===== src/rtl/arbitro_pkg.sv =====
// rtl/arbitro_pkg.sv - shared constants, state type and slice helper for arbitro_rr_8canais
package arbitro_pkg;

  localparam int CANAIS  = 8;
  localparam int LARGURA = 8;
  localparam int SEL_W   = 3;

  typedef enum logic {
    OCIOSO    = 1'b0,
    CONCEDIDO = 1'b1
  } estado_t;

  // Low bit of channel 'canal' inside the packed entradas bus
  function automatic int indice_fatia(input logic [SEL_W-1:0] canal);
    return LARGURA * int'(canal);
  endfunction

endpackage


===== src/rtl/rr_prioridade.sv =====
// rtl/rr_prioridade.sv - combinational rotating-priority picker, search starts at ponteiro
module rr_prioridade
  import arbitro_pkg::*;
(
  input  logic [CANAIS-1:0] req_i,
  input  logic [SEL_W-1:0]  ponteiro_i,
  output logic [CANAIS-1:0] concessao_o,
  output logic [SEL_W-1:0]  indice_o,
  output logic              algum_o
);

  logic [SEL_W-1:0] candidato;
  logic             achado;

  // Walk ponteiro, ponteiro+1, ... (3-bit wrap) and keep the first requester seen
  always_comb begin
    concessao_o = '0;
    indice_o    = '0;
    candidato   = '0;
    achado      = 1'b0;
    for (int k = 0; k < CANAIS; k++) begin
      candidato = ponteiro_i + SEL_W'(k);
      if (!achado && req_i[candidato]) begin
        achado                 = 1'b1;
        indice_o               = candidato;
        concessao_o[candidato] = 1'b1;
      end
    end
  end

  assign algum_o = |req_i;

endmodule


===== src/rtl/arbitro_rr_8canais.sv =====
// rtl/arbitro_rr_8canais.sv - 8-channel round-robin arbiter with registered valid/ready output (optional ARBITRO_CONTADORES_EN grant counters)
module arbitro_rr_8canais
  import arbitro_pkg::*;
(
  input  logic                      clk,
  input  logic                      rst_n,
  input  logic [CANAIS-1:0]         req,
  input  logic [CANAIS*LARGURA-1:0] entradas,
  output logic [CANAIS-1:0]         ack,
  output logic [SEL_W-1:0]          seletor,
  output logic [LARGURA-1:0]        saida,
  output logic                      saida_valida,
`ifdef ARBITRO_CONTADORES_EN
  input  logic [SEL_W-1:0]          cont_sel,
  output logic [15:0]               cont_valor,
`endif
  input  logic                      saida_pronta
);

  estado_t             estado_q;
  logic [SEL_W-1:0]    ponteiro_q;
  logic [SEL_W-1:0]    seletor_q;
  logic [LARGURA-1:0]  saida_q;
  logic                valida_q;

  logic [CANAIS-1:0]   concessao;
  logic [SEL_W-1:0]    indice;
  logic                algum;
  logic                concede;

  rr_prioridade u_prioridade (
    .req_i       (req),
    .ponteiro_i  (ponteiro_q),
    .concessao_o (concessao),
    .indice_o    (indice),
    .algum_o     (algum)
  );

  // A grant is taken when the output slot is free or being consumed this cycle; never during reset
  always_comb begin
    concede = rst_n && algum && ((estado_q == OCIOSO) || saida_pronta);
    ack     = concede ? concessao : '0;
  end

  // Arbiter FSM: capture the granted word, advance the pointer past the winner, drop valid once drained
  always_ff @(posedge clk or negedge rst_n) begin
    if (!rst_n) begin
      estado_q   <= OCIOSO;
      ponteiro_q <= '0;
      seletor_q  <= '0;
      saida_q    <= '0;
      valida_q   <= 1'b0;
    end else begin
      if (concede) begin
        estado_q   <= CONCEDIDO;
        ponteiro_q <= indice + SEL_W'(1);
        seletor_q  <= indice;
        saida_q    <= entradas[indice_fatia(indice) +: LARGURA];
        valida_q   <= 1'b1;
      end else if ((estado_q == CONCEDIDO) && saida_pronta) begin
        estado_q   <= OCIOSO;
        valida_q   <= 1'b0;
      end
    end
  end

  assign seletor      = seletor_q;
  assign saida        = saida_q;
  assign saida_valida = valida_q;

`ifdef ARBITRO_CONTADORES_EN
  logic [15:0] contador_q [CANAIS];

  // Per-channel saturating grant counters
  always_ff @(posedge clk or negedge rst_n) begin
    if (!rst_n) begin
      for (int i = 0; i < CANAIS; i++) contador_q[i] <= '0;
    end else begin
      for (int i = 0; i < CANAIS; i++) begin
        if (ack[i] && (contador_q[i] != 16'hFFFF)) contador_q[i] <= contador_q[i] + 16'd1;
      end
    end
  end

  assign cont_valor = contador_q[cont_sel];
`endif

endmodule


===== config.mk =====
export PLATFORM = sky130hd
export DESIGN_NAME = arbitro_rr_8canais
export DESIGN_NICKNAME = d
export VERILOG_FILES = /design/src/rtl/arbitro_pkg.sv /design/src/rtl/rr_prioridade.sv /design/src/rtl/arbitro_rr_8canais.sv
export SDC_FILE = /design/constraint.sdc
export NUM_CORES = 1
export LEC_CHECK = 0
export CAP_MARGIN = 20
export CORE_MARGIN = 4
export CORE_UTILIZATION = 45
export DETAILED_ROUTE_END_ITERATION = 10
export GPL_TIMING_DRIVEN = 0
export MAX_ROUTING_LAYER = met4
export PLACE_DENSITY_LB_ADDON = 0.12
export REMOVE_ABC_BUFFERS = 1
export SLEW_MARGIN = 0
export SYNTH_ARGS = -nofsm -noshare
export SYNTH_HDL_FRONTEND = slang
export SYNTH_HIERARCHICAL = 1
export SYNTH_SLANG_ARGS = --single-unit

===== constraint.sdc =====
create_clock -name clk -period 5 [get_ports clk]
set_clock_uncertainty 0.05 [all_clocks]
set_input_delay 0.75 -clock clk [delete_from_list [all_inputs] [get_ports clk]]
set_output_delay 0.75 -clock clk [all_outputs]
set_load 0.05 [all_outputs]

== Word level (Yosys, flattened, before mapping) ==
Cells that the tools add are included.

* Flip-flop bits (word level): 15
* Output and inout port bits: 20
* Logic and storage cells: 123
* Input bits: 75

* Mux-type cells: 58
* Reductions and logical operators: 28
* Shift-type cells: 1
* Bitwise gates (word level): 8
* Magnitude comparators: 16
* Add/sub/neg operators: 8

{| class="wikitable"
|+ Operators by type and width
! operator !! number
|-
| $mux W8 || 9
|-
| $shiftx A64 B7 Y8 || 1
|-
| $or A8 B8 Y8 || 7
|-
| $lt A3 B4 Y1 const B || 8
|-
| $mux W1 || 25
|-
| $bmux W1 S3 || 8
|-
| $demux W1 S3 || 8
|-
| $ge A3 B1 Y1 const B || 8
|-
| $mux W3 || 8
|-
| $logic_and A1 B1 Y1 || 18
|-
| $add A3 B3 Y3 const B || 4
|-
| $reduce_or A8 Y1 || 1
|-
| $logic_not A1 Y1 || 7
|-
| $add A3 B1 Y3 const B || 2
|-
| $add A3 B2 Y3 const B || 2
|-
| $reduce_bool A2 Y1 || 1
|-
| $logic_or A1 B1 Y1 || 1
|-
| $not A1 Y1 || 1
|}

== Longest topological paths before layout ==
* Word-level depth: 25
* Depth in mapped cells: 17
* Gate-level depth less buffers: 11

== Cells and area by module ==
Netlist, hierarchy kept.

{| class="wikitable"
|+ By module, submodules not included
! module !! area an instance (sq um) !! cells an instance !! sequential area each (sq um) !! times used
|-
| rr_prioridade || 1328.8 || 140 || 0.0 || 1
|-
| arbitro_rr_8canais || 1212.4 || 117 || 375.4 || 1
|}

== Least setup slack after synthesis ==
Ideal clock, no wire load.

* Kind: register to output
* Start: reg ponteiro_q[0]
* End: out ack[2]
* Stages on the path, launching flop included: 15
* Arrival time: 3323 ps
* Path buffers: 5
* Slack: 877 ps
* Required time: 4200 ps
* Path through: dfrtp_1 -> buf_6 -> buf_12 -> buf_12 -> clkinv_1 -> ha_1 -> buf_1 -> clkinv_1 -> mux4_2 -> nand3_2 -> buf_6 -> nor4_4 -> o22a_1 -> mux2_2 -> and2_1

* Cells in the longest elaborated chain, start to end: 25
* Elaborated cells on any way between the ends: 100
* Those cells by class: 7 x add/sub; 16 x order compare; 48 x mux; 7 x bitwise; 22 x reduce/logical

{| class="wikitable"
|+ RTL lines
! what !! RTL line !! source
|-
| from (decl) || arbitro_rr_8canais.sv:21 || <nowiki>logic [SEL_W-1:0] ponteiro_q;</nowiki>
|-
| from (signal assigned) || arbitro_rr_8canais.sv:56 || <nowiki>ponteiro_q <= indice + SEL_W'(1);</nowiki>
|-
| parallel branches: the longest is 23 deep, another holds $lt A3 B4 Y1 || - ||
|-
| $mux W8 (*) || rr_prioridade.sv:23 || <nowiki>if (!achado && req_i[candidato]) begin</nowiki>
|-
| named net concessao[2] || arbitro_rr_8canais.sv:26 || <nowiki>logic [CANAIS-1:0] concessao;</nowiki>
|-
| $mux W8 (*) || arbitro_rr_8canais.sv:42 || <nowiki>ack = concede ? concessao : '0;</nowiki>
|-
| to (decl) || arbitro_rr_8canais.sv:9 || <nowiki>output logic [CANAIS-1:0] ack,</nowiki>
|}

Mark *: on every way through the listed nets, which the timed path passes. The select of a mux whose other input is x is not followed.

== Final worst setup path ==
* Start: in req[6]
* End: out ack[0]

* Cells in the longest elaborated chain, start to end: 25
* Elaborated cells on any way between the ends: 56
* Those cells by class: 32 x mux; 7 x bitwise; 17 x reduce/logical

{| class="wikitable"
|+ RTL lines
! what !! RTL line !! source
|-
| from (decl) || arbitro_rr_8canais.sv:7 || <nowiki>input logic [CANAIS-1:0] req,</nowiki>
|-
| $bmux W1 S3 || rr_prioridade.sv:23 ||
|-
| $mux W1 (implied by the code) || rr_prioridade.sv:23 ||
|-
| $mux W1 || rr_prioridade.sv:23 ||
|-
| $logic_not A1 Y1 || rr_prioridade.sv:23 ||
|-
| $logic_and A1 B1 Y1 || rr_prioridade.sv:23 ||
|-
| $mux W1 || rr_prioridade.sv:23 ||
|-
| $logic_not A1 Y1 || rr_prioridade.sv:23 ||
|-
| $logic_and A1 B1 Y1 || rr_prioridade.sv:23 ||
|-
| (+10 left out) || - ||
|-
| $logic_not A1 Y1 || rr_prioridade.sv:23 ||
|-
| $logic_and A1 B1 Y1 || rr_prioridade.sv:23 ||
|-
| $mux W1 || rr_prioridade.sv:23 ||
|-
| $logic_not A1 Y1 || rr_prioridade.sv:23 ||
|-
| $logic_and A1 B1 Y1 || rr_prioridade.sv:23 ||
|-
| $mux W8 (*) || rr_prioridade.sv:23 ||
|-
| named net concessao[0] || arbitro_rr_8canais.sv:26 ||
|-
| $mux W8 (*) || arbitro_rr_8canais.sv:42 ||
|}

The timed path passes the listed nets; every way through them passes the cells marked *. The select of a mux whose other input is x is not followed.

==> impl_summary.txt <==
----------------------------------------------------
[Setup path]
  Cell chain of the critical path ... clkdlybuf4s50_1, mux2i_2, mux4_2, nand3_2, o31ai_1, o22ai_1, mux2i_1, and2_1, dlygate4sd2_1
  Setup crit start kind ... input port
  R2R Path End ... saida[5]
  Critical Setup Path Class ... in -> out
  Reg2Reg Launch Point ... ponteiro_q[0]
  Worst Setup EP ... ack[0]
  Setup crit end kind ... primary output
  Path depth of the worst reg2reg path ... 11
  Critical path's largest stage delay ... 540 ps
  Largest fanout of any net on the critical path ... 13
  Data required, critical path ... 4200 ps
  Arrival time at the worst endpoint ... 4060 ps
  Slowest-stage cell, CP ... mux2i_2
  Worst reg2reg setup slack ... 400 ps
  Critical Path Start ... req[6]

[STA]
  Worst-Margin Slew ... 1010 ps
  Final worst path period share ... 97.3%
  Slew margin rel. ... 32.0%
  Number of failing setup endpoints in the final timing report ... 0
  Final hold viol count ... 0
  Final setup margin ... 137 ps
  Shortest period the worst path allows ... 4860 ps
  Number of max-slew violations in the final report ... 0
  Maximum frequency from static timing analysis ... 206 MHz

[Logic synthesis]
  Cell area after technology mapping ... 2540 um^2
  Sequential element share of the synthesized area ... 14.8%
  Synth Register Bits ... 15
  Post-synth top flop ... dfrtp_1
  Number of cells produced by synthesis ... 257
  Number of synthesis warnings ... 6
  Area share of the largest cell type after synthesis ... 14.8%
  Share of flip-flops with an asynchronous set or reset after synthesis ... 100%
  Synth cell types ... 63
  Top cell type by total area after synthesis ... dfrtp_1
  Most common library cells after synthesis ... mux2i_1, mux2_2, o21ai_0, dfrtp_1, nand2_1
  Most frequent cell after synthesis ... mux2i_1
  Number of enable flip-flop cells after synthesis ... 0
  Mean Syn Cell Area ... 9.89 um^2
  Leading post-synthesis cells by cell area ... dfrtp_1, mux2i_1, mux2_2, mux4_2, a22o_1

[GRT]
  Global routing usage on met3 ... 3.57%
  Initial antenna violation count ... 0
  Met2 Usage GRT ... 32.5%
  Global-route wire length before repair ... 11,900 um
  Routing usage on met1 ... 29.3%
  Grt ovf ... 0
  Global Route Usage Sum ... 20.8%
  Largest net degree at the start of global routing ... 38
  Number of global-route vias before repair ... 2,394
  Most Crowded Layer GR ... met2

[Placed design]
  IO buf count ... 94
  Final HPWL DP ... 5590 um
  Worst slack at placement ... -1060 ps
  Routability congestion estimate ... 0.909

[Clock tree]
  Number of clock sinks ... 15
  CTS tree ... yes
  Clock buffer count from CTS ... 3
  Total number of H-tree levels ... 1
  Maximum clock path buffer count ... 2
  Clock slew at reported path FFs ... 60 ps
  Root Buffer ... clkbuf_8
  Clock latency reported for the late side of the worst-skew pair ... 250 ps

[Floorplanning]
  I/O pins ... 95
  Area of the die ... 6910 um^2
  Core area ... 5510 um^2
  Overall die width ... 83.1 um
  Height of the die ... 83.1 um
  Initial standard-cell utilization of the core ... 46.1%
  Cell Rows ... 27

[Hold path]
  Worst min-delay path category ... reg -> reg

[Detailed routing]
  Average vias per placed instance ... 6.17
  Routed Antenna Nets ... 0
  Total Routed Length ... 7420 um
  Average wire length per cell after detail routing ... 18.1 um
  Iteration-0 DRC Markers ... 212
  Iteration count of the initial detailed-routing pass ... 4
  Overall via count from detail_route ... 2,525
  Remaining DRCs ... 0

[Finish]
  Sequential cell area ... 380 um^2
  Net count reported at finish ... 420
  Final-layout fill cell count ... 461
  Area of the multi-input gates ... 2020 um^2
  Number of diodes ... 0
  Area grow syn2layout ... 37.9%
  Fraction of layout cells with a size suffix above 1 ... 19.3%

[Run status]
  Status ... finished, final reports clean

[Run]
  Number of maximum-capacitance constraint violations ... 0

----------------------------------------------------
worst max-delay path, delay by kind of cell:
family                 cells  cell delay, ps
AOI/OAI and AO/OA          2             690
buffers and inverters      2            1040
muxes                      3            1120
and+or+nand+nor            2             460
registers in the layout, summed over array words and instances, names as in the netlist:
signal,count
ponteiro_q,3
estado_q,1
seletor,3
saida,8
placed cells by master (no fill, tap or decap), types with 3 or more instances in the layout:
cell	count
clkdlybuf4s50_1	86
o31ai_1	10
ha_1	6
clkbuf_8	3
a22o_1	11
and2_1	8
o32ai_1	3
mux2_2	25
clkbuf_2	3
dlygate4sd2_1	4
mux2i_1	32
a221oi_1	4
mux4_2	10
nand2b_1	3
nor2_1	6
nand2_1	15
o21ai_0	19
o22ai_1	9
dfrtp_1	13
inv_1	4
nor2b_1	3
how the worst min path moves through the flow:
stage / from / endpoint / slack (ps) / cells after the start
floorplan: rst_n / estado_q / 400 / 0
finish: saida[0] / saida[0] / 460 / 2
global placement: seletor[2] / seletor[2] / 440 / 1
global route: seletor[1] / seletor[1] / 490 / 1
CTS: seletor[1] / seletor[1] / 460 / 1
detailed placement: seletor[1] / seletor[1] / 450 / 1
cell type report:
cell class	instances	area share, %
Clock buffer	4	1.29
Inverter	6	0.750
Multi-Input combinational cell	216	57.7
Sequential cell	15	10.9
Tap cell	72	2.57
Timing Repair Buffer	96	26.8
through the flow:
step	setup TNS (ps)	cells	hold WS (ps)	cell area, um^2	utilization (%)
after floorplan	-1470	237	404	2370	-
after global placement	-23170	403	440	3410	61.8
after detailed placement	-16860	404	447	3410	62.0
after CTS	0	408	464	3480	63.1
after global routing	-89.7	409	488	3500	63.6
final	0	409	462	3500	63.6
cell families after synthesis:
kind of cell | count (synthesis) | share of synthesized area, %
multiplexers | 74 | 37.2
XOR/XNOR | 4 | 1.67
flip-flops | 15 | 14.8
adder cells (fa/ha/maj) | 7 | 3.45
buffers and inverters | 26 | 7.43
AO/OA/AOI/OAI | 76 | 22.1
AND/OR/NAND/NOR | 55 | 13.4
what timing repair did:
item | 4_1_cts | 5_1_grt
hold buffers | 0 | 0
gates resized for setup | 13 | 13
hold endpoints to repair | 0 | 0
buffers inserted | 0 | 1
endpoints found under the setup margin | 20 | 17
metal layers:
layer / share of wire (%) / wire, um
met5: 0 / 0
met1: 44 / 3270
met3: 7.6 / 561
met4: 0.26 / 19
met2: 48 / 3570
Power is left out: the tool's default activity adds up to more than one toggle a clock period on the data nets, which glitch-free logic cannot reach.
